===== config.mk =====
export PLATFORM = sky130hd
export DESIGN_NAME = cyclic_meggitt_decoder_flat
export DESIGN_NICKNAME = d
export VERILOG_FILES = /design/src/rtl/cyclic_meggitt_decoder_if.sv /design/src/rtl/cyclic_meggitt_decoder.sv /design/src/flat_wrapper.sv
export SDC_FILE = /design/constraint.sdc
export NUM_CORES = 1
export LEC_CHECK = 0
export ABC_AREA = 1
export ABC_CLOCK_PERIOD_IN_PS = 4000
export BUFFER_PORTS_ARGS = -buffer_cell sky130_fd_sc_hd__buf_2
export CAP_MARGIN = 20
export CORE_UTILIZATION = 45
export CTS_CLUSTER_DIAMETER = 40
export CTS_CLUSTER_SIZE = 14
export DETAILED_ROUTE_END_ITERATION = 10
export PLACE_DENSITY = 0.78
export SETUP_SLACK_MARGIN = 0.5
export SLEW_MARGIN = 20
export SYNTH_ARGS = -nofsm -noshare
export SYNTH_HDL_FRONTEND = slang
export SYNTH_SLANG_ARGS = --single-unit

===== constraint.sdc =====
create_clock -name clk -period 4 [get_ports clk]
set_input_delay 0.8 -clock clk [delete_from_list [all_inputs] [get_ports clk]]
set_output_delay 0.8 -clock clk [all_outputs]
set_load 0.005 [all_outputs]

===== src/rtl/cyclic_meggitt_decoder_if.sv =====
// ---------------------------------------------------------------------------
// cyclic_meggitt_decoder_if
// Handshake bundle between the channel deframer (master), the Meggitt
// decoder (slave) and the payload extractor downstream.
//   in_valid / in_ready / in_data        : received word, ready/valid
//   out_valid / out_ready / out_data     : decoded word, ready/valid
//   err_corrected / err_uncorrectable    : status qualified by out_valid
// ---------------------------------------------------------------------------
interface cyclic_meggitt_decoder_if #(
  parameter int N = 7
);
  logic         in_valid;
  logic         in_ready;
  logic [N-1:0] in_data;
  logic         out_valid;
  logic         out_ready;
  logic [N-1:0] out_data;
  logic         err_corrected;
  logic         err_uncorrectable;

  modport master (
    output in_valid, in_data, out_ready,
    input  in_ready, out_valid, out_data, err_corrected, err_uncorrectable
  );

  modport slave (
    input  in_valid, in_data, out_ready,
    output in_ready, out_valid, out_data, err_corrected, err_uncorrectable
  );
endinterface


===== src/rtl/cyclic_meggitt_decoder.sv =====
// ---------------------------------------------------------------------------
// cyclic_meggitt_decoder
// Serial Meggitt decoder for single-error-correcting binary cyclic codes
// (N, N-R) with generator GPOLY. One word is accepted, its syndrome is built
// one bit per clock (highest-order bit first); a nonzero syndrome triggers a
// second N-cycle pass that rotates the syndrome and flips the bit whose
// position matches x^(N-1) mod GPOLY. Clean words skip that pass.
// Ports:
//   clk  : clock, rising edge
//   rst  : synchronous active-high reset, aborts any word in flight
//   bus  : slave side of cyclic_meggitt_decoder_if (in/out ready-valid,
//          decoded word, err_corrected, err_uncorrectable)
// ---------------------------------------------------------------------------
module cyclic_meggitt_decoder #(
  parameter int           N     = 7,
  parameter int           R     = 3,
  parameter logic [R:0]   GPOLY = 4'b1011
) (
  input  logic                      clk,
  input  logic                      rst,
  cyclic_meggitt_decoder_if.slave   bus
);

  localparam int             CW      = $clog2(N);
  localparam logic [CW-1:0]  CNT_MAX = CW'(N - 1);
  localparam logic [R-1:0]   POLY_LO = GPOLY[R-1:0];

  // One LFSR step: multiply by x, shift in b, reduce modulo GPOLY.
  function automatic logic [R-1:0] step(input logic [R-1:0] s, input logic b);
    step = {s[R-2:0], b} ^ (s[R-1] ? POLY_LO : '0);
  endfunction

  // x^p mod GPOLY, evaluated at elaboration.
  function automatic logic [R-1:0] xpow_mod(input int p);
    logic [R-1:0] r;
    r = R'(1);
    for (int i = 0; i < p; i++) r = step(r, 1'b0);
    return r;
  endfunction

  // Syndrome of a single error in the highest-order position.
  localparam logic [R-1:0] S_TOP = xpow_mod(N - 1);

  typedef enum logic [1:0] {IDLE, CALC, CORR, DONE} state_t;

  state_t        state, state_nxt;
  logic [N-1:0]  rx_buf;
  logic [N-1:0]  out_data;
  logic [R-1:0]  s;
  logic [CW-1:0] cnt;
  logic          err_c, err_u;

  logic [R-1:0]  s_calc;
  logic [R-1:0]  s_corr;
  logic          e;
  logic          last;

  assign last   = (cnt == '0);
  assign s_calc = step(s, rx_buf[cnt]);
  assign e      = (s == S_TOP);
  // Clearing S_TOP on a match zeroes s, so no further bit can fire.
  assign s_corr = step(s ^ (e ? S_TOP : '0), 1'b0);

  always_ff @(posedge clk) begin
    if (rst) state <= IDLE;
    else     state <= state_nxt;
  end

  always_comb begin
    state_nxt = state;
    case (state)
      IDLE: if (bus.in_valid)  state_nxt = CALC;
      CALC: if (last)          state_nxt = (s_calc == '0) ? DONE : CORR;
      CORR: if (last)          state_nxt = DONE;
      DONE: if (bus.out_ready) state_nxt = IDLE;
      default:                 state_nxt = IDLE;
    endcase
  end

  always_ff @(posedge clk) begin
    if (rst) begin
      rx_buf   <= '0;
      out_data <= '0;
      s        <= '0;
      cnt      <= '0;
      err_c    <= 1'b0;
      err_u    <= 1'b0;
    end else begin
      case (state)
        IDLE: begin
          if (bus.in_valid) begin
            rx_buf <= bus.in_data;
            s      <= '0;
            cnt    <= CNT_MAX;
            err_c  <= 1'b0;
            err_u  <= 1'b0;
          end
        end
        CALC: begin
          s <= s_calc;
          if (last) begin
            // Preload the output; the correction pass rewrites it bit by bit.
            out_data <= rx_buf;
            if (s_calc != '0) cnt <= CNT_MAX;
          end else begin
            cnt <= cnt - 1'b1;
          end
        end
        CORR: begin
          s             <= s_corr;
          out_data[cnt] <= rx_buf[cnt] ^ e;
          if (e) err_c <= 1'b1;
          if (last) err_u <= (s_corr != '0);
          else      cnt   <= cnt - 1'b1;
        end
        default: ;
      endcase
    end
  end

  assign bus.in_ready          = (state == IDLE);
  assign bus.out_valid         = (state == DONE);
  assign bus.out_data          = out_data;
  assign bus.err_corrected     = err_c;
  assign bus.err_uncorrectable = err_u;

endmodule

===== src/flat_wrapper.sv =====
// flat-port wrapper written by rule: the top's interface ports become plain ports
module cyclic_meggitt_decoder_flat 
#(
  parameter int           N     = 7,
  parameter int           R     = 3,
  parameter logic [R:0]   GPOLY = 4'b1011
)
  (clk, rst, bus_in_valid, bus_in_data, bus_out_ready, bus_in_ready, bus_out_valid, bus_out_data, bus_err_corrected, bus_err_uncorrectable);
  cyclic_meggitt_decoder_if #(.N(N)) bus_i ();
  input  logic clk;
  input  logic rst;
  input wire logic [$bits(bus_i.in_valid)-1:0] bus_in_valid;
  input wire logic [$bits(bus_i.in_data)-1:0] bus_in_data;
  input wire logic [$bits(bus_i.out_ready)-1:0] bus_out_ready;
  output wire logic [$bits(bus_i.in_ready)-1:0] bus_in_ready;
  output wire logic [$bits(bus_i.out_valid)-1:0] bus_out_valid;
  output wire logic [$bits(bus_i.out_data)-1:0] bus_out_data;
  output wire logic [$bits(bus_i.err_corrected)-1:0] bus_err_corrected;
  output wire logic [$bits(bus_i.err_uncorrectable)-1:0] bus_err_uncorrectable;
  assign bus_i.in_valid = bus_in_valid;
  assign bus_i.in_data = bus_in_data;
  assign bus_i.out_ready = bus_out_ready;
  assign bus_in_ready = bus_i.in_ready;
  assign bus_out_valid = bus_i.out_valid;
  assign bus_out_data = bus_i.out_data;
  assign bus_err_corrected = bus_i.err_corrected;
  assign bus_err_uncorrectable = bus_i.err_uncorrectable;
  cyclic_meggitt_decoder #(.N(N), .R(R), .GPOLY(GPOLY)) u_core (.clk(clk), .rst(rst), .bus(bus_i));
endmodule

==> impl_results.md, run 1 <==
* Top cell type's share of synthesized area at 0.334
* Compound-Gate Fraction of Synth Area at 0.218
* CTS Buffer Depth at 2
* Post-Synth Simple-Gate Area at 0.282
* RR Endpoint: u_core.cnt[1]
* F_max at around 500 MHz
* Yosys warns at 0
* Clk_lat worst skew at approximately 330 ps
* Beginning of the critical path: u_core.state[0]
* Syn Nets at 225
* Clock-pin slew on the worst setup and hold paths at between 100 and 150 ps
* Slew Limit Fails at 0
* CP arrival at approximately 1200 ps
* Setup tns final at 0 ps
* Core ar. at roughly 3100 um2
* Setup crit end: bus_in_ready
* Post-DRT Antenna Nets at 0
* Seq cells post-synth at 24
* Leak at around 0.00076 uW
* Largest net degree at the start of global routing at 19
* Critical path fanouts, max at 5
* Worst path slowest cell: dfxtp_1
* Overflow after GRT at 0
* Largest family of logic cells by synthesized area: simple AND/OR/NAND/NOR gates
* Fin crit period at 2040 ps
* CP bufs+invs at 2
* DPL Wire Length at approximately 2300 um
* Critical path endpoint category: output pin
* Post-synth top area cell: dfxtp_1
* Post-synth EDFFs at 0
* Post-synthesis adder-cell area fraction at 0.0521
* H-Tree Level Count at 1
* Std cell rows at 20
* Diode count at 0
* Final core utilization at 0.529
* Initial antenna violation count at 0
* RSZ-0062 raised after global routing: false
* Final Cycle Share at 0.510
* Port buffer count at 21
* Die width at 58.6 um
* I/O pins at 22
* Reg-to-Reg Start: u_core.state[0]
* PD cells at 714 nW/um2
* Post-Route WL at 3030 um
* Final hold violations at 0
* FFs w/ async S/R, synth at 0
* Skew final at about 3.6 ps
* CP Data Required Time at roughly 3200 ps
* First-pass GRT wire length at approximately 5200 um
* Most numerous cell in the Yosys netlist: nand2_1
* Synth area leaders: dfxtp_1 (33%), nand2_1 (9.1%), a21oi_1 (8.3%), nor2_1 (6.3%), ha_1 (5.2%)
* Startpoint types: register
* WL per Instance at between 10 and 15 um
* Starting DRC count in detailed routing at 29
* Number of max-cap violations at 0
* Endpoints failing setup at 0
* Layout area overhead at 12.1%
* Vias in the first global route at ~1,200
* Synthesized cell area at 1440 um2
* Initial core utilization at 0.472
* Total CTS buffers at 3
* Yosys cell types at 30
* Slew headroom at 0.675
* Crit path kind: register to output pin
* Share of cells above drive strength 1 at 0.225
* Post-synthesis mux area share at 0
* Register area share after synthesis at 0.334
* Die Footprint at 3430 um2
* Worst-path cell chain: inv_1 > ha_1 > buf_2
* Hold crit path type: register to register
* Die height at between 50 and 60 um
* GP Congestion at approximately 0.89
* Root buffer cell: clkbuf_4
* Post-synthesis cell count at roughly 210
* Top cells by count, synth: nand2_1 (35), a21oi_1 (24), dfxtp_1 (24), nor2_1 (24)
* Crit path largest cell delay at ~420 ps
* VDD IR max at ~0.33 mV
* Worst path top cell family by delay: flip-flops
* Dpl ws at ~1900 ps
* Via count at around 1,400
* Xor-xnor portion of the synthesized cell area at 0.0122
* Drt drc at 0
* Buffer count from post-CTS setup fixing at 0
* Worst-Margin Slew at a little under 500 ps
* Gr usage total at 0.198
* Final worst slack at roughly 2000 ps
* Status: completed
* Clock sinks at 24
* Syn Area/Cell at between 6 and 7 um2
* Pre-antenna DRT Iters at 4
* CTS tree: built
* Hold buffers post-CTS at 0
* WP depth at 3
* Placed instance count at between 200 and 300
* Vias per cell at ~5
* Post-cts repair resize count at 0
* R2R Setup Slk at about 2000 ps
* Nets at about 250
* Worst R2R Path Depth at 8
* Layout Cells excl Fill at 271
* Ys flop type: dfxtp_1
-- registers in the layout, summed over array words and instances, names as in the netlist --
name and count:
u_core.bus.err_corrected 1, u_core.state 2, u_core.cnt 3, u_core.rx_buf 7, u_core.s 3, u_core.bus.err_uncorrectable 1, u_core.bus.out_data 7
-- power breakdown --
part / leakage [uW] / switching, uW / internal [uW]
clock network: 0.0000279 / 80.1 / 101
registers: 0.000198 / 64.8 / 303
logic: 0.000530 / 381 / 223
total: 0.000756 / 526 / 627
-- how the worst min path moves through the flow --
stage	from	to	cells after the start
final	u_core.bus.err_uncorrectable	u_core.bus.err_uncorrectable	2
after detailed placement	u_core.bus.err_uncorrectable	u_core.bus.err_uncorrectable	2
after CTS	u_core.bus.err_uncorrectable	u_core.bus.err_uncorrectable	2
after floorplan	u_core.rx_buf[3]	u_core.rx_buf[3]	2
after global placement	u_core.rx_buf[3]	u_core.rx_buf[3]	2
after global routing	u_core.s[1]	u_core.s[1]	2
-- worst register-to-register path: stages (launching register included) --
cell     delay [ps]
dfxtp_1         420
inv_1            90
ha_1            260
nand2_1         240
inv_2           120
a21oi_1         350
nor2_1          180
a21oi_1         190
nor2_1           60
-- layer usage --
layer	up-vias	share of wire	GRT usage	wire length (um)
li1	721	-	-	-
met1	606	0.52	0.282	1570
met2	21	0.44	0.307	1350
met3	4	0.026	0.0264	80
met4	0	0.012	0.0714	37
met5	-	0	0	0
-- placed cells by master, fill, tap and decap left out --
| cell | n |
|---|---|
| a211oi_1 | 3 |
| a21oi_1 | 24 |
| a221oi_2 | 1 |
| a31oi_1 | 1 |
| buf_2 | 21 |
| bufinv_16 | 1 |
| clkbuf_4 | 3 |
| dfxtp_1 | 24 |
| ha_1 | 6 |
| inv_1 | 15 |
| inv_2 | 9 |
| inv_4 | 1 |
| inv_8 | 1 |
| nand2_1 | 35 |
| nand2_2 | 8 |
| nand3_1 | 9 |
| nand3_2 | 1 |
| nand3_4 | 1 |
| nor2_1 | 24 |
| nor2_2 | 3 |
| nor2_4 | 1 |
| nor3_1 | 4 |
| o211ai_1 | 1 |
| o21a_1 | 1 |
| o21ai_0 | 15 |
| o21ai_1 | 6 |
| o31ai_1 | 4 |
| or2_1 | 2 |
| xor2_1 | 2 |
-- area by class of cell --
cell class,instances,area (um2)
fill,326,1440
clock inverter,1,30.0
multi-input combinational,152,813
sequential,24,480
timing repair buffer,21,105
inverter,26,108
tap,44,55.1
clock buffer,3,22.5
-- through the flow --
stage / hold WS [ps] / instance area (um2) / total power [uW]
floorplan: 437 / 1440 / 852
detailed placement: 482 / 1560 / 975
global placement: 479 / 1560 / 960
global route: 527 / 1610 / 1270
CTS: 501 / 1610 / 1160
finish: 497 / 1610 / 1150
-- kinds of logic after synthesis --
logic type | count (synthesis)
XOR/XNOR | 2
AND/OR/NAND/NOR | 88
AO/OA/AOI/OAI | 56
adder cells (fa/ha/maj) | 6
flip-flops | 24
buffers and inverters | 32
Power figures use the tool's default switching activity.
==> run 2: changes to the inputs <==
--- a/config.mk
+++ b/config.mk
@@ -5,8 +5,8 @@
 export SDC_FILE = /design/constraint.sdc
 export NUM_CORES = 1
 export LEC_CHECK = 0
-export ABC_AREA = 1
-export ABC_CLOCK_PERIOD_IN_PS = 4000
+export ABC_AREA = 0
+export ABC_CLOCK_PERIOD_IN_PS = 1900
 export BUFFER_PORTS_ARGS = -buffer_cell sky130_fd_sc_hd__buf_2
 export CAP_MARGIN = 20
 export CORE_UTILIZATION = 45
==> constraint.sdc (replaced) <==
create_clock -name clk -period 1.9 [get_ports clk]
set_input_delay 0.38 -clock clk [delete_from_list [all_inputs] [get_ports clk]]
set_output_delay 0.38 -clock clk [all_outputs]
set_load 0.005 [all_outputs]
==> run 2 against run 1 <==
Wire length grew 38%. Setup slack lost 2000 ps. Die area shrank 0.83%. Total power grew to 2.9 times the previous value. Non-clock buffer count grew 24. Via count grew 8.9%. Register-to-register slack lost 2000 ps. Area after synthesis shrank 0.87%. Combinational power grew to 3.6 times the previous value. Worst hold slack lost 230 ps. Global-route usage grew 3.7 points.
==> impl_results.md, run 2 <==
* Fin crit period at between 1500 and 2000 ps
* Worst-Margin Slew at 480 ps (was 487 ps)
* Crit path largest cell delay at 580 ps (was 420 ps)
* Worst R2R Path Depth at 6 (was 8)
* Post-synth EDFFs at 0 (unchanged)
* Gr usage total at 0.235 (was 0.198)
* Hold buffers post-CTS at 0 (unchanged)
* Syn Nets at 186 (was 225)
* Overflow after GRT at 0 (unchanged)
* Yosys cell types at 43 (was 30)
* Setup crit end: u_core.bus.out_data[4] (was bus_in_ready)
* CP arrival at 2140 ps (was 1240 ps)
* CTS Buffer Depth at 2 (unchanged)
* Most common cell after layout, fill and taps aside: nand2_1 (unchanged)
* Via count at 1,473 (was 1,352)
* Post-synth top area cell: dfxtp_1 (unchanged)
* Layout area overhead at 40.2% (was 12.1%)
* PD cells at 1660 nW/um2 (was 714 nW/um2)
* Post-synthesis cell count at 169 (was 208)
* Reg-to-Reg Start: u_core.cnt[0] (was u_core.state[0])
* Clock sinks at 24 (unchanged)
* Post-synthesis mux area share at 0.0675 (was 0)
* Skew final at 0.994 ps (was 3.60 ps)
* Post-Route WL at 4200 um (was 3030 um)
* Slew headroom at 0.680 (was 0.675)
* Critical path endpoint category: register (was output pin)
* F_max at between 500 and 600 MHz
* Dpl ws at -21.2 ps (was 1890 ps)
* Leak at 0.000748 uW (was 0.000756 uW)
* Vias per cell at 5.82 (was 4.99)
* RR Endpoint: u_core.bus.out_data[4] (was u_core.cnt[1])
* Beginning of the critical path: u_core.cnt[0] (was u_core.state[0])
* Synth area leaders: dfxtp_1 (34%), a21oi_1 (7.4%), nand2_1 (6.0%), ha_1 (5.3%), a311oi_1 (4.9%) (was dfxtp_1 (33%), nand2_1 (9.1%), a21oi_1 (8.3%), nor2_1 (6.3%), ha_1 (5.2%))
* Largest family of logic cells by synthesized area: compound AO/OA/AOI/OAI gates (was simple AND/OR/NAND/NOR gates)
* Post-route cell area at 2000 um2 (was 1610 um2)
* I/O pins at 22 (unchanged)
* CP bufs+invs at 1 (was 2)
* Commonest non-fill, non-tap cells in the layout: nand2_1 (23), a21oi_1 (20), buf_2 (19), dfxtp_1 (19), buf_4 (14) (was nand2_1 (35), a21oi_1 (24), nor2_1 (24), dfxtp_1 (24), buf_2 (21))
* FFs w/ async S/R, synth at 0 (unchanged)
* Clk_lat worst skew at 340 ps (was 330 ps)
* Ys flop type: dfxtp_1 (unchanged)
* Clock-pin slew on the worst setup and hold paths at 140 ps (about the same)
* Die height at 58.3 um (was 58.6 um)
* DPL Wire Length at 2430 um (was 2300 um)
* First-pass GRT wire length at 6180 um (was 5200 um)
* Hold crit path type: primary input to register (was register to register)
* Std cell rows at 20 (unchanged)
* Largest net degree at the start of global routing at 25 (was 19)
* FILL cells at 218 (was 326)
* Die width at 58.3 um (was 58.6 um)
* Initial core utilization at 0.471 (was 0.472)
* Post-Synth Simple-Gate Area at 0.202 (was 0.282)
* Worst-path cell chain: mux2i_1 > mux4_2 > xor2_2 > a21boi_2 > buf_6 > a311oi_1 (was inv_1 > ha_1 > buf_2)
* Startpoint types: register (unchanged)
* CP Data Required Time at 2140 ps (was 3200 ps)
* Port buffer count at 21 (unchanged)
* Setup tns final at 0 ps (unchanged)
* Top cells by count, synth: dfxtp_1 (24), nand2_1 (23), a21oi_1 (21) (was nand2_1 (35), a21oi_1 (24), dfxtp_1 (24), nor2_1 (24))
* Most numerous cell in the Yosys netlist: dfxtp_1 (was nand2_1)
* Initial antenna violation count at 0 (unchanged)
* Tot Pwr at 3330 uW (was 1150 uW)
* Xor-xnor portion of the synthesized cell area at 0.0184 (was 0.0122)
* Drt drc at 0 (unchanged)
* Register area share after synthesis at 0.337 (was 0.334)
* Final hold violations at 0 (unchanged)
* Synthesized cell area at 1430 um2 (was 1440 um2)
* Number of max-cap violations at 0 (unchanged)
* CTS tree: built (unchanged)
* Worst path top cell family by delay: multiplexers (was flip-flops)
* Endpoints failing setup at 0 (unchanged)
* Slew Limit Fails at 0 (unchanged)
* Final Cycle Share at 1.00
* Pre-antenna DRT Iters at 4 (unchanged)
* Seq cells post-synth at 24 (unchanged)
* Diode count at 0 (unchanged)
* Core ar. at 3030 um2 (was 3050 um2)
* WL per Instance at 16.6 um (was 11.2 um)
* Crit path kind: register to register (was register to output pin)
* Compound-Gate Fraction of Synth Area at 0.257 (was 0.218)
* Root buffer cell: clkbuf_4 (unchanged)
* Nets at 227 (was 245)
* Total CTS buffers at 3 (unchanged)
* Starting DRC count in detailed routing at 59 (was 29)
* RSZ-0062 raised after global routing: true (was false)
* H-Tree Level Count at 1 (unchanged)
* WP depth at 6 (was 3)
* Post-synthesis adder-cell area fraction at 0.0526 (was 0.0521)
* Vias in the first global route at 1,383 (was 1,175)
* Final worst slack at 0.524 ps (was 1960 ps)
* Top cell type's share of synthesized area at 0.337 (was 0.334)
* Area after DPL at 1640 um2 (was 1560 um2)
* Yosys warns at 0 (unchanged)
* Share of cells above drive strength 1 at 0.426 (was 0.225)
* Largest registers: u_core.bus.out_data (7), u_core.rx_buf (7) (unchanged)
* GP Congestion at 0.883 (was 0.889)
* Status: completed (unchanged)
* Die Footprint at 3400 um2 (was 3430 um2)
* VDD IR max at 0.991 mV (was 0.327 mV)
* Post-DRT Antenna Nets at 0 (unchanged)
* R2R Setup Slk at 0.5 ps (was 2020 ps)
* Syn Area/Cell at 8.45 um2 (was 6.92 um2)
* Critical path fanouts, max at 7 (was 5)
* Worst path slowest cell: mux4_2 (was dfxtp_1)
-- run 2: cell types whose count changed after synthesis, sizes merged, moves of 8 or more --
cell	delta
nor2	-21
nand2	-20
inv	-17
o21ai	-15
nand2b	+9
a311oi	+8
nand3	-8
-- run 2: worst min-delay path by stage --
stage | slack, ps | to | start | depth (start not counted)
3_5_place_dp | 470 | u_core.rx_buf[4] | u_core.rx_buf[4] | 2
4_1_cts | 270 | u_core.rx_buf[0] | bus_in_data[0] | 3
2_1_floorplan | 450 | u_core.rx_buf[0] | u_core.rx_buf[0] | 2
6_report | 260 | u_core.rx_buf[0] | bus_in_data[0] | 3
3_3_place_gp | 470 | u_core.bus.err_uncorrectable | u_core.bus.err_uncorrectable | 2
5_1_grt | 260 | u_core.rx_buf[4] | bus_in_data[4] | 3
-- run 2: layer usage --
metal / vias to the layer above / global-route usage / share of wire
li1: 692 / - / -
met1: 711 / 0.300 / 0.41
met2: 55 / 0.414 / 0.51
met3: 15 / 0.0220 / 0.048
met4: 0 / 0.0884 / 0.037
met5: - / 0 / 0
-- run 2: what timing repair did --
action | 4_1_cts | 5_1_grt
endpoints found under the setup margin | 18 | 18
buffers inserted | 8 | 9
pin swaps | 6 | 6
cloned | 0 | 0
gates resized for setup | 22 | 24
-- run 2: where the power goes --
part	total, uW	internal (uW)	switching [uW]
Sequential	779	654	125
Clock	391	214	177
Combinational	2160	1060	1100
-- run 2: cells by family (layout without fill, tap and decap cells) --
kind of cell | Yosys count | count (layout)
compound gates | 55 | 55
xor+xnor | 3 | 3
fa+ha+maj | 6 | 6
buf+inv | 18 | 58
flops | 24 | 24
mux | 7 | 7
simple gates | 56 | 56
-- run 2: layout make-up --
type                       instances  area (um2)  area share
multi-input combinational        127        1020       0.510
clock buffer                       3        22.5      0.0113
sequential                        24         492       0.246
clock inverter                     1        30.0      0.0150
tap                               44        55.1      0.0275
inverter                           9        46.3      0.0231
timing repair buffer              45         335       0.168
-- run 2: worst register-to-register path: stages, from the launching register on --
cell	delay [ps]
dfxtp_4	420
mux2i_1	130
mux4_2	580
xor2_2	200
a21boi_2	80
buf_6	130
a311oi_1	260
-- run 2: through the flow --
stage               hold slack [ps]   util  instances
finish                          262  0.661        253
CTS                             267  0.607        244
global route                    259  0.661        253
detailed placement              466  0.541        232
floorplan                       449      -        169
global placement                467  0.541        232
